File: src/rtl/tetris_input_ctrl.sv
// Purpose : ADC joystick axes -> hysteretic direction levels + DAS/ARR move pulses; pushbuttons -> debounced levels + press pulses.
// Latency : axis sample on cycle t shows on level/pulse at t+1; raw button change shows at t+DEBOUNCE_CYC+2.
// Backpressure: none; samples are consumed only when adc_valid is high, outputs are single-cycle strobes or levels.
//
// Ports:
//   clk, reset        - system clock, synchronous active-high reset
//   enable            - gates axis levels/pulses (game running, not paused); buttons are never gated
//   adc_value/valid   - packed per-axis samples (axis i at [i*ADC_W +: ADC_W]) and their strobes
//   btn_raw           - asynchronous pushbutton pins
//   axis_*_level      - axis currently in POS/NEG zone (registered, enable-gated)
//   axis_*_pulse      - one-cycle move pulses (initial, then delayed auto-shift, then auto-repeat)
//   btn_level/press   - debounced pressed state and one-cycle press strobe
module tetris_input_ctrl #(
    parameter int N_AXES         = 2,
    parameter int ADC_W          = 12,
    parameter int CENTER         = 1650,
    parameter int DEADBAND       = 356,
    parameter int HYST           = 64,
    parameter int DAS_CYC        = 8000000,
    parameter int ARR_CYC        = 2500000,
    parameter int N_BTN          = 3,
    parameter int DEBOUNCE_CYC   = 500000,
    parameter int BTN_ACTIVE_LOW = 1
) (
    input  logic                    clk,
    input  logic                    reset,
    input  logic                    enable,
    input  logic [N_AXES*ADC_W-1:0] adc_value,
    input  logic [N_AXES-1:0]       adc_valid,
    input  logic [N_BTN-1:0]        btn_raw,
    output logic [N_AXES-1:0]       axis_pos_level,
    output logic [N_AXES-1:0]       axis_neg_level,
    output logic [N_AXES-1:0]       axis_pos_pulse,
    output logic [N_AXES-1:0]       axis_neg_pulse,
    output logic [N_BTN-1:0]        btn_level,
    output logic [N_BTN-1:0]        btn_press
);

    typedef enum logic [1:0] {Z_NEUTRAL, Z_POS, Z_NEG} zone_t;
    typedef enum logic [1:0] {S_IDLE, S_DELAY, S_REPEAT} state_t;

    // Thresholds carry one extra bit so CENTER+DEADBAND cannot wrap.
    localparam int AW1 = ADC_W + 1;
    localparam logic [AW1-1:0] HI_ENTER = AW1'(CENTER + DEADBAND);
    localparam logic [AW1-1:0] LO_ENTER = AW1'(CENTER - DEADBAND);
    localparam logic [AW1-1:0] HI_EXIT  = AW1'(CENTER + DEADBAND - HYST);
    localparam logic [AW1-1:0] LO_EXIT  = AW1'(CENTER - DEADBAND + HYST);

    localparam int CNT_MAX = (DAS_CYC > ARR_CYC) ? DAS_CYC : ARR_CYC;
    localparam int CNT_W   = $clog2(CNT_MAX + 1);
    localparam logic [CNT_W-1:0] DAS_LOAD = CNT_W'(DAS_CYC - 1);
    localparam logic [CNT_W-1:0] ARR_LOAD = CNT_W'(ARR_CYC - 1);

    localparam int DEB_W = $clog2(DEBOUNCE_CYC + 1);
    localparam logic [DEB_W-1:0] DEB_LAST = DEB_W'(DEBOUNCE_CYC - 1);
    localparam logic BTN_INV = (BTN_ACTIVE_LOW != 0);

    for (genvar i = 0; i < N_AXES; i++) begin : g_axis
        logic [AW1-1:0]   sample;
        zone_t            zone;
        zone_t            zone_nxt;
        zone_t            dir;
        state_t           state;
        logic [CNT_W-1:0] cnt;
        logic             pos_lvl;
        logic             neg_lvl;
        logic             pos_pls;
        logic             neg_pls;

        assign sample = {1'b0, adc_value[i*ADC_W +: ADC_W]};

        // Entry needs the full deadband, exit only deadband-minus-hysteresis;
        // crossing the opposite entry threshold reverses directly.
        always_comb begin
            zone_nxt = zone;
            if (adc_valid[i]) begin
                case (zone)
                    Z_NEUTRAL: begin
                        if (sample > HI_ENTER)      zone_nxt = Z_POS;
                        else if (sample < LO_ENTER) zone_nxt = Z_NEG;
                    end
                    Z_POS: begin
                        if (sample < LO_ENTER)      zone_nxt = Z_NEG;
                        else if (sample < HI_EXIT)  zone_nxt = Z_NEUTRAL;
                    end
                    Z_NEG: begin
                        if (sample > HI_ENTER)      zone_nxt = Z_POS;
                        else if (sample > LO_EXIT)  zone_nxt = Z_NEUTRAL;
                    end
                    default: zone_nxt = Z_NEUTRAL;
                endcase
            end
        end

        // The repeat FSM looks at zone_nxt so the initial pulse lands in the
        // same cycle the registered zone/level first shows active.
        always_ff @(posedge clk) begin
            if (reset) begin
                zone    <= Z_NEUTRAL;
                dir     <= Z_NEUTRAL;
                state   <= S_IDLE;
                cnt     <= '0;
                pos_lvl <= 1'b0;
                neg_lvl <= 1'b0;
                pos_pls <= 1'b0;
                neg_pls <= 1'b0;
            end else begin
                zone    <= zone_nxt;
                pos_pls <= 1'b0;
                neg_pls <= 1'b0;
                if (!enable) begin
                    state   <= S_IDLE;
                    dir     <= Z_NEUTRAL;
                    cnt     <= '0;
                    pos_lvl <= 1'b0;
                    neg_lvl <= 1'b0;
                end else begin
                    pos_lvl <= (zone_nxt == Z_POS);
                    neg_lvl <= (zone_nxt == Z_NEG);
                    if (zone_nxt == Z_NEUTRAL) begin
                        state <= S_IDLE;
                        dir   <= Z_NEUTRAL;
                        cnt   <= '0;
                    end else if (state == S_IDLE || zone_nxt != dir) begin
                        // Fresh press or direct reversal: pulse the new direction, restart DAS.
                        pos_pls <= (zone_nxt == Z_POS);
                        neg_pls <= (zone_nxt == Z_NEG);
                        dir     <= zone_nxt;
                        cnt     <= DAS_LOAD;
                        state   <= S_DELAY;
                    end else if (cnt == '0) begin
                        pos_pls <= (dir == Z_POS);
                        neg_pls <= (dir == Z_NEG);
                        cnt     <= ARR_LOAD;
                        state   <= S_REPEAT;
                    end else begin
                        cnt <= cnt - CNT_W'(1);
                    end
                end
            end
        end

        assign axis_pos_level[i] = pos_lvl;
        assign axis_neg_level[i] = neg_lvl;
        assign axis_pos_pulse[i] = pos_pls;
        assign axis_neg_pulse[i] = neg_pls;
    end

    for (genvar b = 0; b < N_BTN; b++) begin : g_btn
        logic             sync1;
        logic             sync2;
        logic             pressed_now;
        logic             state;
        logic             press;
        logic [DEB_W-1:0] cnt;

        assign pressed_now = sync2 ^ BTN_INV;

        always_ff @(posedge clk) begin
            if (reset) begin
                // Synchroniser idles at the released pin level so reset exit is quiet.
                sync1 <= BTN_INV;
                sync2 <= BTN_INV;
                state <= 1'b0;
                press <= 1'b0;
                cnt   <= '0;
            end else begin
                sync1 <= btn_raw[b];
                sync2 <= sync1;
                press <= 1'b0;
                if (pressed_now == state) begin
                    cnt <= '0;
                end else if (cnt == DEB_LAST) begin
                    state <= pressed_now;
                    press <= pressed_now;
                    cnt   <= '0;
                end else begin
                    cnt <= cnt + DEB_W'(1);
                end
            end
        end

        assign btn_level[b] = state;
        assign btn_press[b] = press;
    end

endmodule

File: config.mk
export PLATFORM = sky130hd
export DESIGN_NAME = tetris_input_ctrl
export DESIGN_NICKNAME = d
export VERILOG_FILES = /design/src/rtl/tetris_input_ctrl.sv
export SDC_FILE = /design/constraint.sdc
export NUM_CORES = 1
export LEC_CHECK = 0
export ABC_AREA = 1
export CAP_MARGIN = 0
export CORE_MARGIN = 1
export CORE_UTILIZATION = 55
export DETAILED_ROUTE_END_ITERATION = 8
export GPL_TIMING_DRIVEN = 0
export PLACE_DENSITY = 0.87
export SLEW_MARGIN = 10
export SYNTH_ARGS = -nofsm -noshare
export SYNTH_HDL_FRONTEND = slang
export SYNTH_SLANG_ARGS = --single-unit
File: constraint.sdc
create_clock -name clk -period 3.9 [get_ports clk]
set_clock_uncertainty 0.1 [all_clocks]
set_input_delay 1.17 -clock clk [delete_from_list [all_inputs] [get_ports clk]]
set_output_delay 1.17 -clock clk [all_outputs]
set_load 0.03 [all_outputs]
==> results_dict.tcl, run 1 <==
set metrics [dict create \
    synthAdderAreaFrac_pct 0.946 \
    antenna_left 0 \
    overflow 0 \
    min_path_cells 1 \
    totalWireLength_mm 13.3 \
    powerDensity_mw_per_mm2 443 \
    cts.path.max_buffers 2 \
    worst_slew_pin_slew_ps 690 \
    p_sw_uw 884 \
    cts_tree "yes" \
    place_area_mm2 0.00724 \
    period_needed_ps 2930 \
    synth_top_family_by_area "simple AND/OR/NAND/NOR gates" \
    coreArea_mm2 0.0116 \
    synth_xor_area_share_pct 5.43 \
    setup_violations 0 \
    antenna_found_initial 0 \
    final_common_cell "nand2_1" \
    grt_pass1_wl_mm 22.7 \
    power_leakage_uw 0.00319 \
    regToRegEndpoint "g_btn[1].cnt[17]$_SDFF_PP0_" \
    drv_slew 0 \
    pwr-share-comb_pct 12.6 \
    drive_above_1_share_pct 11.8 \
    required_ps 4110 \
    wire_per_inst_um 11.8 \
    avgSynthCellArea_um2 7.27 \
    r2r-start "g_btn[1].cnt[0]$_SDFF_PP0_" \
    hold_start "g_btn[0].sync1$_SDFF_PP1_" \
    first_pass_iters 7 \
    postCtsResizedCells 0 \
    violations "design-rule violations" \
    syn-num-nets 946 \
    worst-setup-path-type "in2reg" \
    ctsHtreeMaxLevel 4 \
    netlist_instances 909 \
    ys_seq_area_share_pct 40.9 \
    pwr-share-seq_pct 41.5 \
    r2r_cells 9 \
    grt_max_degree 17 \
    netlist_area_mm2 0.00661 \
    grt_pass1_vias 5341 \
    grtUsageTotal_pct 22.6 \
    die_w_um 112 \
    final_area_mm2 0.00783 \
    fp.dieArea_mm2 0.0125 \
    die_height_um 112 \
    synth_compound_area_share_pct 10.0 \
    area_growth_pct 18.4 \
    remaining_drc_errors 2 \
    fillers 953 \
    portBuffers 45 \
    rsz0062_at_grt "false" \
    finalHoldViolations 0 \
    fin_util_pct 67.7 \
    via_count 5769 \
    io_pins 46 \
    dp_cells 1097 \
    initial_core_util_pct 57.2 \
    switching_share_pct 25.5 \
    drv_cap 0 \
    arrival_ps 3130 \
    clk_pin_slew_ps 60 \
    hold_class "reg2reg" \
    vias_per_cell 5.11 \
    synth_top_cell_area_share_pct 40.9 \
    r2r_setup_slack_ps 1720 \
    min_to "g_btn[0].sync2$_SDFF_PP1_" \
    antennaDiodeCount 0 \
    clock_latency_ps 420 \
    synthSimpleGateAreaFrac_pct 32.7 \
    netlist.top_cell.by_area "dfxtp_1" \
    path_max_fanout 10 \
    finalCritPeriodShare_pct 75.0 \
    final_nets 1010 \
    place.gp.congestion 0.874 \
    fin_total_pwr_uw 3470 \
    stdcell_count 1129 \
    ctsRootBufferMaster "clkbuf_16" \
    synth-warning-count 0 \
    cts_sinks 135 \
    muxShareOfSynthArea_pct 0 \
    worst_slew_margin_rel_pct 53.6 \
    post-cts-setup-buffers 0 \
    status "complete, but fails checks" \
    cts_buffers 17 \
    setup_tns_ps 0 \
    synthTopCellsByArea "dfxtp_1, nand2_1, nor2_1" \
    critPathCaptureType "flip-flop" \
    ys_ff_latch 135 \
    start_kind "input port" \
    power_frac_clock_pct 45.9 \
    drt_iter0_drc 342 \
    layout_common_cells "nand2_1, nor2_1, dfxtp_1, inv_1, a21oi_1" \
    p_int_uw 2590 \
    synth_cell_types 46 \
    rows 39 \
    dpl.hpwl_mm 9.70 \
    cts-hold-fix-buffers 0 \
    irDropWorstVdd_mv 0.393 \
    max_freq_mhz 342 \
]
-- flip-flops by register name (all words and copies together) (netlist names), 3 cells and up --
| signal | cells |
|---|---|
| g_btn.sync1 | 3 |
| g_btn.state | 3 |
| g_axis.cnt | 46 |
| g_axis.zone | 4 |
| g_btn.cnt | 57 |
| g_btn.sync2 | 3 |
| g_axis.dir | 4 |
| g_btn.press | 3 |
| g_axis.state | 4 |
-- layout make-up --
cell class,instances,area [um^2],share of cell area [%]
multi-input combinational,621,3250,41.5
sequential,135,2700,34.5
tap,143,179,2.29
inverter,131,492,6.28
buffer,22,173,2.21
clock inverter,14,159,2.03
timing repair buffer,45,450,5.75
clock buffer,18,429,5.48
-- worst max path at each step --
stage                                         endpoint     startpoint  cells past startpoint  slack [ps]
after detailed placement   g_axis[0].cnt[7]$_SDFF_PP0_   adc_value[8]                     14         540
final                      g_axis[0].cnt[7]$_SDFF_PP0_   adc_value[8]                     14         970
after global placement     g_axis[0].cnt[7]$_SDFF_PP0_   adc_value[8]                     14         550
after CTS                 g_axis[0].neg_pls$_SDFF_PP0_   adc_value[8]                     14         980
after global routing      g_axis[1].neg_pls$_SDFF_PP0_  adc_value[15]                     16         790
after floorplan            g_axis[0].cnt[7]$_SDFF_PP0_   adc_value[8]                     13        1250
-- Yosys cell counts, drive strengths merged --
cell type	number
ha	5
nand4	24
a21oi	69
nor3b	6
buf	20
nand3	50
a211oi	3
nor4	11
o311ai	1
inv	130
clkbuf	2
nor3	30
clkinv	1
o21a	2
and3	3
o21ai	25
o21bai	3
nand2	165
nor2	158
nand3b	2
xor2	24
or2	14
o31ai	1
a21o	1
o211ai	2
xnor2	17
a31oi	5
dfxtp	135
-- kinds of logic after synthesis --
family,Yosys count
and+or+nand+nor,463
buffers and inverters,153
DFF,135
AOI/OAI and AO/OA,112
xor gates and xnor gates,41
adders and majority gates,5
-- per-stage QoR --
stage	setup WS (ps)	hold WS, ps
5_1_grt	786	328
4_1_cts	978	310
6_report	973	310
3_5_place_dp	541	297
2_1_floorplan	1250	289
3_3_place_gp	553	291
-- power by group through the flow --
stage | Clock, uW | Sequential, uW | Combinational [uW]
after floorplan | 0 | 1460 | 333
after global placement | 0 | 1470 | 427
after detailed placement | 0 | 1470 | 437
after CTS | 1610 | 1440 | 441
after global routing | 1680 | 1440 | 492
final | 1590 | 1440 | 439
-- critical path, stage by stage --
cell	delay, ps
clkdlybuf4s50_1	520
inv_1	70
or2_4	240
nor2_4	110
nand4_1	90
nand2_1	80
nand2_1	50
nand2_2	80
nand2_4	90
nand2_2	100
nand2_4	70
nor2_8	200
buf_12	170
a31oi_1	70
-- routing by layer --
layer | GRT usage (%) | up-vias | wire length [um]
li1 | - | 3044 | -
met1 | 26.7 | 2581 | 6000
met2 | 38.1 | 117 | 6360
met3 | 7.46 | 27 | 694
met4 | 8.20 | 0 | 265
met5 | 0 | - | 0
No activity file was read; power rests on OpenSTA's default activity.
==> run 2, diff against run 1 <==
- clock period: 3.9 -> 3 ns (I/O delays scaled with it)
==> results of run 2 <==
The final DEF is identical to that of run 1. Status: complete, but fails checks: design-rule violations.
Main changes from that run: setup slack after placement 541 ps -> -89.1 ps; setup slack after layout 973 ps -> 343 ps; register-to-register setup slack 1720 ps -> 820 ps; total power 3470 uW -> 4510 uW; worst IR drop on VDD 0.393 mV -> 0.511 mV
